File: config.mk
export PLATFORM = sky130hd
export DESIGN_NAME = key_capture_flat
export DESIGN_NICKNAME = d
export VERILOG_FILES = /design/src/rtl/keypad_pkg.sv /design/src/rtl/key_capture_if.sv /design/src/rtl/seg7_decode.sv /design/src/rtl/key_capture.sv /design/src/flat_wrapper.sv
export SDC_FILE = /design/constraint.sdc
export NUM_CORES = 1
export LEC_CHECK = 0
export ABC_AREA = 1
export BUFFER_PORTS_ARGS = -buffer_cell sky130_fd_sc_hd__buf_2
export CAP_MARGIN = 30
export CORE_ASPECT_RATIO = 1.5
export CORE_MARGIN = 2
export CORE_UTILIZATION = 41
export CTS_CLUSTER_DIAMETER = 40
export DETAILED_ROUTE_END_ITERATION = 8
export GPL_TIMING_DRIVEN = 0
export SYNTH_ARGS = -nofsm -noshare
export SYNTH_HDL_FRONTEND = slang
export SYNTH_SLANG_ARGS = --single-unit
File: constraint.sdc
create_clock -name clk -period 2.3 [get_ports clk]
set_input_delay 0.46 -clock clk [delete_from_list [all_inputs] [get_ports clk]]
set_output_delay 0.46 -clock clk [all_outputs]
set_load 0.05 [all_outputs]
File: src/rtl/keypad_pkg.sv
// Shared keypad and display constants: FSM state encoding, key map and seven-segment patterns.
package keypad_pkg;

  typedef enum logic [1:0] {
    ST_IDLE  = 2'd0,
    ST_LATCH = 2'd1,
    ST_HOLD  = 2'd2
  } capture_state_t;

  // Indexed [row][col] with row1/col1 at index 0.
  localparam logic [3:0] KEY_MAP [4][4] = '{
    '{4'h1, 4'h2, 4'h3, 4'hA},
    '{4'h4, 4'h5, 4'h6, 4'hB},
    '{4'h7, 4'h8, 4'h9, 4'hC},
    '{4'hE, 4'h0, 4'hF, 4'hD}
  };

  // Active-low segments, bit order g..a (seg[0]=a).
  localparam logic [6:0] SEG_PAT [16] = '{
    7'b1000000, 7'b1111001, 7'b0100100, 7'b0110000,
    7'b0011001, 7'b0010010, 7'b0000010, 7'b1111000,
    7'b0000000, 7'b0010000, 7'b0001000, 7'b0000011,
    7'b1000110, 7'b0100001, 7'b0000110, 7'b0001110
  };

  localparam logic [1:0] ANODE_NEW = 2'b10;
  localparam logic [3:0] COLS_IDLE = 4'b1111;

endpackage

File: src/rtl/key_capture_if.sv
// Scanner-to-capture bus. enable is a one-cycle strobe with no back-pressure: rows/columns are
// only meaningful while enable=1, and the consumer either acts on it or drops it that cycle.
interface key_capture_if;
  logic [3:0] rows;
  logic [3:0] columns;
  logic       enable;
  logic       key_valid;
  logic       key_err;
  logic [3:0] digit_new;
  logic [3:0] digit_old;
  logic [1:0] anode;
  logic [6:0] seg;
  logic [1:0] state;

  modport master (
    output rows, columns, enable,
    input  key_valid, key_err, digit_new, digit_old, anode, seg, state
  );

  modport slave (
    input  rows, columns, enable,
    output key_valid, key_err, digit_new, digit_old, anode, seg, state
  );
endinterface

File: src/rtl/seg7_decode.sv
// Combinational hex to active-low seven-segment decoder.
module seg7_decode
  import keypad_pkg::*;
(
  input  logic [3:0] hex,
  output logic [6:0] seg
);
  assign seg = SEG_PAT[hex];
endmodule

File: src/rtl/key_capture.sv
// Keypad consumer: decodes single-key presses, locks out until release, keeps a two-digit
// history and multiplexes it onto a two-anode seven-segment display.
module key_capture
  import keypad_pkg::*;
#(
  parameter int RELEASE_CYCLES = 16,
  parameter int MUX_DIV        = 24000
) (
  input logic          clk,
  input logic          reset,
  key_capture_if.slave bus
);

  localparam int REL_W = (RELEASE_CYCLES > 1) ? $clog2(RELEASE_CYCLES) : 1;
  localparam int MUX_W = (MUX_DIV > 1) ? $clog2(MUX_DIV) : 1;
  localparam logic [REL_W-1:0] REL_LAST = REL_W'(RELEASE_CYCLES - 1);
  localparam logic [MUX_W-1:0] MUX_LAST = MUX_W'(MUX_DIV - 1);

  localparam logic [1:0] IDLE  = ST_IDLE;
  localparam logic [1:0] LATCH = ST_LATCH;
  localparam logic [1:0] HOLD  = ST_HOLD;

  logic [1:0]       state;
  logic [3:0]       key_reg;
  logic [3:0]       digit_new;
  logic [3:0]       digit_old;
  logic             key_valid;
  logic             key_err;
  logic [REL_W-1:0] rel_cnt;
  logic [MUX_W-1:0] mux_cnt;
  logic [1:0]       anode;

  logic [1:0] row_idx;
  logic [1:0] col_idx;
  logic       press_ok;
  logic       cols_idle;
  logic [3:0] decoded;
  logic [3:0] shown_digit;

  // rows[3]/columns[3] are row1/col1, hence the reversed index.
  always_comb begin
    row_idx = 2'd0;
    col_idx = 2'd0;
    for (int i = 0; i < 4; i++) begin
      if (bus.rows[i])     row_idx = 2'(3 - i);
      if (!bus.columns[i]) col_idx = 2'(3 - i);
    end
  end

  assign press_ok  = $onehot(bus.rows) && $onehot(~bus.columns);
  assign cols_idle = (bus.columns == COLS_IDLE);
  assign decoded   = KEY_MAP[row_idx][col_idx];

  always_ff @(posedge clk) begin
    if (reset) begin
      state     <= IDLE;
      key_reg   <= 4'h0;
      digit_new <= 4'h0;
      digit_old <= 4'h0;
      key_valid <= 1'b0;
      key_err   <= 1'b0;
      rel_cnt   <= '0;
    end else begin
      key_valid <= 1'b0;
      key_err   <= 1'b0;
      case (state)
        IDLE: begin
          if (bus.enable) begin
            if (press_ok) begin
              key_reg <= decoded;
              state   <= LATCH;
            end else begin
              key_err <= 1'b1;
            end
          end
        end
        LATCH: begin
          digit_old <= digit_new;
          digit_new <= key_reg;
          key_valid <= 1'b1;
          rel_cnt   <= '0;
          state     <= HOLD;
        end
        HOLD: begin
          // Any bounce restarts the release window; strobes here are deliberately ignored.
          if (!cols_idle) begin
            rel_cnt <= '0;
          end else if (rel_cnt == REL_LAST) begin
            rel_cnt <= '0;
            state   <= IDLE;
          end else begin
            rel_cnt <= rel_cnt + 1'b1;
          end
        end
        default: state <= IDLE;
      endcase
    end
  end

  // Display scan runs free of the capture FSM.
  always_ff @(posedge clk) begin
    if (reset) begin
      mux_cnt <= '0;
      anode   <= ANODE_NEW;
    end else if (mux_cnt == MUX_LAST) begin
      mux_cnt <= '0;
      anode   <= ~anode;
    end else begin
      mux_cnt <= mux_cnt + 1'b1;
    end
  end

  assign shown_digit = (anode == ANODE_NEW) ? digit_new : digit_old;

  seg7_decode u_seg7 (
    .hex (shown_digit),
    .seg (bus.seg)
  );

  assign bus.key_valid = key_valid;
  assign bus.key_err   = key_err;
  assign bus.digit_new = digit_new;
  assign bus.digit_old = digit_old;
  assign bus.anode     = anode;
  assign bus.state     = state;

endmodule
File: src/flat_wrapper.sv
// flat-port wrapper written by rule: the top's interface ports become plain ports
module key_capture_flat import keypad_pkg::*;
#(
  parameter int RELEASE_CYCLES = 16,
  parameter int MUX_DIV        = 24000
)
  (clk, reset, bus_rows, bus_columns, bus_enable, bus_key_valid, bus_key_err, bus_digit_new, bus_digit_old, bus_anode, bus_seg, bus_state);
  key_capture_if bus_i ();
  input logic clk;
  input logic reset;
  input wire logic [$bits(bus_i.rows)-1:0] bus_rows;
  input wire logic [$bits(bus_i.columns)-1:0] bus_columns;
  input wire logic [$bits(bus_i.enable)-1:0] bus_enable;
  output wire logic [$bits(bus_i.key_valid)-1:0] bus_key_valid;
  output wire logic [$bits(bus_i.key_err)-1:0] bus_key_err;
  output wire logic [$bits(bus_i.digit_new)-1:0] bus_digit_new;
  output wire logic [$bits(bus_i.digit_old)-1:0] bus_digit_old;
  output wire logic [$bits(bus_i.anode)-1:0] bus_anode;
  output wire logic [$bits(bus_i.seg)-1:0] bus_seg;
  output wire logic [$bits(bus_i.state)-1:0] bus_state;
  assign bus_i.rows = bus_rows;
  assign bus_i.columns = bus_columns;
  assign bus_i.enable = bus_enable;
  assign bus_key_valid = bus_i.key_valid;
  assign bus_key_err = bus_i.key_err;
  assign bus_digit_new = bus_i.digit_new;
  assign bus_digit_old = bus_i.digit_old;
  assign bus_anode = bus_i.anode;
  assign bus_seg = bus_i.seg;
  assign bus_state = bus_i.state;
  key_capture #(.RELEASE_CYCLES(RELEASE_CYCLES), .MUX_DIV(MUX_DIV)) u_core (.clk(clk), .reset(reset), .bus(bus_i));
endmodule
# After elaboration in Yosys (flattened, before gate mapping)
# Memories as Yosys holds them, arrays and structs flattened.
# Index checks and enable logic that the tools add are counted.
# op_classes
n_eq_ne,12
n_lt_le_gt_ge,3
n_bitwise,7
mux,27
addsub,8
n_reduce_logical,7
# ops
operator,count
$bmux W16 S2,1
$mux W16,2
$mux W2,12
$mux W4,5
$add A15 B1 Y15 const B,1
$eq A15 B15 Y1 const B,1
$mux W7,2
$add A1 B1 Y2,4
$bmux W4 S2,1
$eq A4 B4 Y1 const B,2
$pmux W4 S2,1
$add A3 B3 Y3,2
$eq A3 B1 Y1 const B,2
$ge A3 B3 Y1 const B,2
$ne A2 B1 Y1 const B,3
$not A2 Y3,2
$pmux W2 S3,1
$ge A5 B5 Y1 const B,1
$not A4 Y5,1
$add A4 B1 Y4 const B,1
$eq A2 B2 Y1 const B,2
$not A4 Y4,1
$reduce_and A4 Y1,1
$reduce_and A3 Y1,1
other kinds (10),12
# totals
output_inout_bits,21
elab_cells,74
reg_bits,37
input_bits,11
rom_bits,112
memories,1
# mem_list
name,words,width,rd,rd_ports_with_merged_regs,wr,line,source
(name not given),16,7,1,0,0,seg7_decode.sv:8,assign seg = SEG_PAT[hex];

# Depth between registers and ports, before layout
# Gate-level depths: netlist of run 1.
# logic_depth
word_depth,11
ltp_mapped,12
ltp_nobuf,12

# By module
# Synthesis of run 1 repeated with hierarchy kept, for this count alone.
# hier_totals
hier_cells,341
area_unflattened_um2,2384.8
# by_module_without_submodules
mod,cells_per_inst,instances,area_each_um2
key_capture,292,1,2110.8
seg7_decode,49,1,274.0

# Least setup slack after synthesis of run 1
# No wires, ideal clock.
# synth_timing
path_kind,flip-flop to output port
from,"register u_core.anode[1], in the netlist u_core.bus.anode[1]"
to,output bus_seg[5]
stages_incl_launch_ff,8
required_ns,1.840
arrival_ns,2.610
path_slack_ns,-0.770
path_cell_list,dfxtp_1 -> nand2_2 -> nand2_1 -> nand2_1 -> inv_1 -> ha_1 -> inv_1 -> o31ai_1
# synth_via
elab_chain_len,6
# synth_lines
element,line,source
start: declaration,key_capture.sv:31,logic [1:0] anode;
start signal: assignment,key_capture.sv:107,anode <= ~anode;
$eq A2 B2 Y1,key_capture.sv:113,assign shown_digit = (anode == ANODE_NEW) ? digit_new : digit_old;
$mux W4,key_capture.sv:113,
$not A4 Y5 (not written as such),seg7_decode.sv:8,
$mem_v2 Z16 W7,-,
$mux W7 (not written as such) (2 in a row),seg7_decode.sv:8,
end: declaration,flat_wrapper.sv:19,output wire logic [$bits(bus_i.seg)-1:0] bus_seg;
# No other way between the ends. The select of a mux whose other input is x is not followed.

# Worst setup path after layout of run 1
# layout_timing
from,"register u_core.anode[0], in the netlist u_core.bus.anode[0]"
to,output bus_seg[3]
# The elaborated chain is that of the path after synthesis.

==> impl_metrics.py, run 1 <==
metrics = {
    "routing": {
        "viasPerCell": 4.806,
        "wl_per_cell_um": 11.10,
        "wl_um": 5197,
        "dr.first_iter.drc_count": 69,
        "drc": 0,
        "drt-pass1-iter-count": 4,
        "num_vias": 2249,
        "ant_nets": 0,
    },
    "clocking": {
        "cts_tree": "done",
        "htreeDepth": 2,
        "path_clk_slew_ns": 0.07,
        "cts.sinks": 37,
        "cts_buffers": 5,
        "cts.path.max_buffers": 2,
        "clock_latency_ns": 0.29,
        "root_buffer": "clkbuf_8",
        "hold_buffers": 0,
    },
    "synth": {
        "synth_area_leaders": "dfxtp_1, nand2_1, ha_1",
        "postSynthAreaPerCell_sq_um": 6.766,
        "async_flop_share": 0,
        "yosysSeqAreaShare": 0.3075,
        "synth_ff_type": "dfxtp_1",
        "yosysTopAreaCellShare": 0.3075,
        "synth_seq_cells": 37,
        "syn-cell-area_sq_um": 2409,
        "netlist_instances": 356,
        "synth_cell_types": 27,
        "yosysTopAreaCell": "dfxtp_1",
        "synth_nets": 394,
        "synth_warnings": 0,
        "synth_enable_flop_cells": 0,
    },
    "die": {
        "die_area_sq_um": 6516,
        "ioPinCount": 32,
        "chipHeight_um": 97.87,
        "die_w_um": 66.58,
        "initial_core_util": 0.4194,
        "num_rows": 34,
        "core_area_sq_um": 5743,
    },
    "power": {
        "peakVddDrop_mv": 0.3856,
        "powerDensity_nw_per_um2": 1001,
        "p_leak_nw": 1.403,
        "p_total_w": 0.002899,
    },
    "cells_and_area": {
        "n_fill_cell": 606,
        "fin_nets": 433,
        "regMostFlops": "u_core.mux_cnt",
        "final_cell_area_sq_um": 2897,
        "layout-drive-gt1-share": 0.1894,
        "syn2layout_area_growth_pct": 20.26,
        "antenna_cells": 0,
        "largest_reg_flops": 15,
    },
    "timing": {
        "worst_pin_slew_ns": 0.4266,
        "period_share": 0.9686,
        "hold_viol_final": 0,
        "finalMaxSlewViolations": 0,
        "rsz0062_at_grt": "yes",
        "finalSetupViolations": 0,
        "max-slew-margin-rel": 0.7134,
        "finalWorstSetupSlack_ns": 0.07217,
        "fin_skew_ns": 0.005522,
        "fmax_mhz": 448.9,
        "fin_crit_ns": 2.228,
        "whs_ns": 0.4484,
    },
    "setup_path": {
        "cpMaxStageDelayCell": "dfxtp_4",
        "path_max_fanout": 5,
        "cp_common_cell": "nand2_1",
        "criticalPathCategory": "flip-flop to output pin",
        "regToRegSetupSlack_ns": 0.74,
        "crit_chain": "inv_4 -> nand2_4 -> nand2_1 -> nand2_2 -> inv_2 -> ha_1 -> o21ai_1 -> nand2_1 -> o21ai_2 -> buf_6",
        "cp-end-kind": "output pin",
        "slowest_delay_ns": 0.38,
        "startpoint_type": "flip-flop",
        "critPathRequiredTime_ns": 1.84,
        "rr_worst_depth": 7,
        "cp.arrival_ns": 1.77,
    },
    "place": {
        "gp_congestion": 0.8447,
        "port_buffers": 31,
        "dpl.hpwl_um": 4149,
        "post-place-ws_ns": -0.2150,
        "placedInstanceArea_sq_um": 2698,
    },
    "run_status": {
        "status": "finished clean",
    },
    "global_routing": {
        "grt_max_degree": 12,
        "grt_pass1_wl_um": 9135,
        "grt_pass1_vias": 2114,
        "track_usage": 0.1771,
        "grt_overflow_total": 0,
        "antenna_found_initial": 0,
    },
    "min_path": {
        "hold_depth": 2,
        "hold_class": "input port to flip-flop",
    },
    "job": {
        "maxCapViolCount": 0,
    },
}
## layout make-up
type / count / area (sq um) / share of cell area
Sequential cell: 37 / 748.2 / 0.2583
Timing Repair Buffer: 32 / 192.7 / 0.06652
Clock buffer: 7 / 86.33 / 0.02981
Buffer: 4 / 25.02 / 0.008639
Inverter: 58 / 220.2 / 0.07603
Multi-Input combinational cell: 257 / 1504 / 0.5192
Tap cell: 72 / 90.09 / 0.03110
Clock inverter: 1 / 30.03 / 0.01037
## cell families after synthesis
| logic type | share of synthesized area |
|---|---|
| AO/OA/AOI/OAI | 0.09247 |
| adder cells (fa/ha/maj) | 0.1465 |
| flip-flops | 0.3075 |
| AND/OR/NAND/NOR | 0.3247 |
| XOR/XNOR | 0.02909 |
| buffers and inverters | 0.09974 |
## report_power, final
group	total [W]	switching, W	internal (W)
Sequential	0.000795	0.0000687	0.000726
Combinational	0.00152	0.00106	0.000458
Clock	0.000582	0.000228	0.000354
## stage by stage
step | TNS [ns] | util | cells
3_3_place_gp | -0.7585 | 0.4697 | 459
6_report | 0 | 0.5044 | 468
4_1_cts | 0 | 0.4970 | 468
5_1_grt | -0.06559 | 0.5044 | 468
3_5_place_dp | -0.9976 | 0.4697 | 459
2_1_floorplan | 0 | - | 356
## Yosys cell counts, types with 3 or more instances
cell / instances
buf_2: 3
inv_1: 56
nand2_1: 84
dfxtp_1: 37
a21oi_1: 21
nand2_2: 4
nand4_1: 9
ha_1: 25
o21ai_0: 18
xor2_1: 6
nand3_1: 25
nor2_1: 44
nor3_1: 6
## worst max-delay path, delay by kind of cell, from the launching register on
kind,cells,cell delay [ns]
adder cells (fa/ha/maj),1,0.30
AND/OR/NAND/NOR,4,0.31
buffers and inverters,3,0.29
AO/OA/AOI/OAI,2,0.19
flip-flops,1,0.38
## worst paths after layout
path | start | end
max | u_core.bus.anode[0] | bus_seg[3]
min | reset | u_core.bus.key_err
max reg2reg | u_core.mux_cnt[0] | u_core.mux_cnt[6]
min reg2reg | u_core.key_reg[0] | u_core.bus.digit_new[0]
## what timing repair did
action / 4_1_cts / 5_1_grt
setup buffers: 1 / 0
pin swaps: 2 / 2
endpoints found under the setup margin: 7 / 11
cloned: 0 / 0
resized for setup: 17 / 14
## placed cells by master (no fill, tap or decap), types with 3 or more instances in the layout
| master | instances |
|---|---|
| xor2_1 | 6 |
| a21oi_1 | 19 |
| inv_2 | 4 |
| clkbuf_4 | 3 |
| dfxtp_1 | 35 |
| nand3_1 | 25 |
| nor3_1 | 6 |
| o21ai_0 | 14 |
| clkbuf_8 | 6 |
| nand2_1 | 80 |
| inv_1 | 52 |
| nor2_1 | 43 |
| nand2_2 | 7 |
| buf_4 | 3 |
| o21ai_2 | 4 |
| buf_2 | 27 |
| nand4_1 | 9 |
| ha_1 | 23 |
## per-layer routing
layer | part of all wire | track usage | up-vias
met5 | 0 | 0 | -
met4 | 0.022 | 0.08163 | 0
met3 | 0.031 | 0.02880 | 9
met2 | 0.54 | 0.3285 | 37
met1 | 0.40 | 0.1871 | 1007
li1 | - | - | 1196
(Power assumes the default switching activity.)
==> inputs of run 2 (changes only) <==
--- a/config.mk
+++ b/config.mk
@@ -14,6 +14,7 @@
 export CTS_CLUSTER_DIAMETER = 40
 export DETAILED_ROUTE_END_ITERATION = 8
 export GPL_TIMING_DRIVEN = 0
+export RECOVER_POWER = 100
 export SYNTH_ARGS = -nofsm -noshare
 export SYNTH_HDL_FRONTEND = slang
 export SYNTH_SLANG_ARGS = --single-unit
==> run 2 against run 1 <==
Effect of this change: via count is 0.18% higher; final cell count is the same; sequential share of layout area up 0.056 points; global-route usage unchanged; maximum frequency unchanged; combinational power is essentially flat; utilization fell by 0.11 points; largest cell class unchanged.
==> impl_metrics.py, run 2 (synthesis results as in run 1) <==
metrics = {
    "die": {
        "die_w_um": 66.58,
        "initial_core_util": 0.4194,
        "ioPinCount": 32,
        "chipHeight_um": 97.87,
        "num_rows": 34,
        "die_area_sq_um": 6516,
        "core_area_sq_um": 5743,
    },
    "cells_and_area": {
        "largest_reg_flops": 15,
        "regMostFlops": "u_core.mux_cnt",
        "layout-drive-gt1-share": 0.1768,
        "syn2layout_area_growth_pct": 20.00,
        "fin_nets": 433,
        "fin_util": 0.5033,
        "n_fill_cell": 608,
        "final_cell_mix": "nand2_1, inv_1, nor2_1, dfxtp_1, nand3_1",
        "antenna_cells": 0,
        "final_common_cell": "nand2_1",
        "final_cell_area_sq_um": 2890,
    },
    "setup_path": {
        "path_buf_inv": 3,
        "startpoint_type": "flip-flop",
        "rr_worst_depth": 6,
        "regToRegSetupSlack_ns": 0.61,
        "cpMaxStageDelayCell": "dfxtp_4",
        "critPathRequiredTime_ns": 1.84,
        "crit_family": "flip-flops",
        "path_max_fanout": 5,
        "reg2reg_to": "u_core.bus.digit_old[3]",
        "crit_chain": "inv_4 -> nand2_4 -> nand2_1 -> nand2_2 -> inv_2 -> ha_1 -> o21ai_1 -> nand2_1 -> o21ai_2 -> buf_6",
        "r2r_start": "u_core.bus.state[1]",
        "cp.arrival_ns": 1.77,
        "slowest_delay_ns": 0.38,
        "cp_common_cell": "nand2_1",
        "criticalPathCategory": "flip-flop to output pin",
        "cp-end-kind": "output pin",
    },
    "global_routing": {
        "antenna_found_initial": 0,
        "grt_overflow_total": 0,
        "grt_pass1_wl_um": 9135,
        "grt_max_degree": 12,
        "grt_pass1_vias": 2114,
        "track_usage": 0.1771,
    },
    "clocking": {
        "cts_buffers": 5,
        "cts.sinks": 37,
        "root_buffer": "clkbuf_8",
        "hold_buffers": 0,
        "cts.path.max_buffers": 2,
        "clock_latency_ns": 0.29,
        "htreeDepth": 2,
        "cts_tree": "done",
        "path_clk_slew_ns": 0.07,
    },
    "routing": {
        "dr.first_iter.drc_count": 57,
        "drt-pass1-iter-count": 4,
        "ant_nets": 0,
        "viasPerCell": 4.814,
        "wl_um": 5200,
        "drc": 0,
        "wl_per_cell_um": 11.11,
        "num_vias": 2253,
    },
    "place": {
        "port_buffers": 31,
        "gp_congestion": 0.8447,
        "placedInstanceArea_sq_um": 2698,
        "dpl.hpwl_um": 4149,
    },
    "job": {
        "maxCapViolCount": 0,
    },
    "power": {
        "peakVddDrop_mv": 0.3836,
        "p_total_w": 0.002892,
        "p_leak_nw": 1.382,
        "powerDensity_nw_per_um2": 1001,
    },
    "timing": {
        "finalSetupViolations": 0,
        "whs_ns": 0.4483,
        "period_share": 0.9686,
        "max-slew-margin-rel": 0.6060,
        "fin_skew_ns": 0.005522,
        "finalSetupTns_ns": 0,
        "rsz0062_at_grt": "yes",
        "fmax_mhz": 448.9,
        "worst_pin_slew_ns": 0.5936,
        "hold_viol_final": 0,
        "finalMaxSlewViolations": 0,
        "fin_crit_ns": 2.228,
    },
    "min_path": {
        "hold_class": "input port to flip-flop",
        "worstHoldStart": "reset",
        "hold_depth": 2,
        "min_to": "u_core.bus.key_err",
    },
    "run_status": {
        "status": "finished clean",
    },
}
run 2: changes by cell type in the layout (fill, tap and decap cells not counted), sizes merged:
cell / delta
buf: -5
clkbuf: +5
run 2: worst register-to-register path: cells and delay by family, from the launching register on:
family,cells,cell delay [ns]
AO/OA/AOI/OAI,2,0.29
buffers and inverters,3,0.79
flip-flops,1,0.34
adder cells (fa/ha/maj),1,0.16
run 2: final cells by class:
type,instances,area [sq um],area share
well taps,72,90.09,0.03117
multi-input cells,257,1504,0.5203
plain buffers,4,23.77,0.008225
inverters,58,220.2,0.07619
clock buffers,7,86.33,0.02987
repair buffers,32,187.7,0.06494
clock inverters,1,30.03,0.01039
flip-flops and latches,37,748.2,0.2589
run 2: timing repair:
action                                  4_1_cts  5_1_grt
gates cloned                                  0        0
setup buffers                                 1        0
pin swaps                                     2        2
gates resized for setup                      17       14
endpoints found under the setup margin        7       11
run 2: worst max-delay path by stage:
stage                         to  cells after the start                start  slack (ns)
3_5_place_dp   u_core.key_reg[2]                     11       bus_columns[3]       -0.21
2_1_floorplan         bus_seg[0]                      9  u_core.bus.anode[1]        0.01
4_1_cts               bus_seg[5]                     10  u_core.bus.anode[0]      0.0009
6_report              bus_seg[3]                     10  u_core.bus.anode[0]        0.07
3_3_place_gp   u_core.key_reg[2]                     11       bus_columns[3]       -0.18
5_1_grt               bus_seg[3]                     10  u_core.bus.anode[0]       -0.05
run 2: power by group:
group	internal, W	switching [W]	total [W]
Sequential	0.000726	0.0000690	0.000795
Combinational	0.000450	0.00106	0.00151
Clock	0.000354	0.000228	0.000582
run 2: per-stage QoR:
step | setup slack [ns] | cells
3_3_place_gp | -0.1801 | 459
2_1_floorplan | 0.01098 | 356
5_1_grt | -0.04630 | 468
3_5_place_dp | -0.2150 | 459
4_1_cts | 0.0008795 | 468
6_report | 0.07217 | 468
run 2: metal layers:
layer	up-vias	share of wire	track usage
met4	0	0.022	0.08163
li1	1196	-	-
met3	9	0.031	0.02880
met5	-	0	0
met2	37	0.54	0.3285
met1	1011	0.40	0.1871
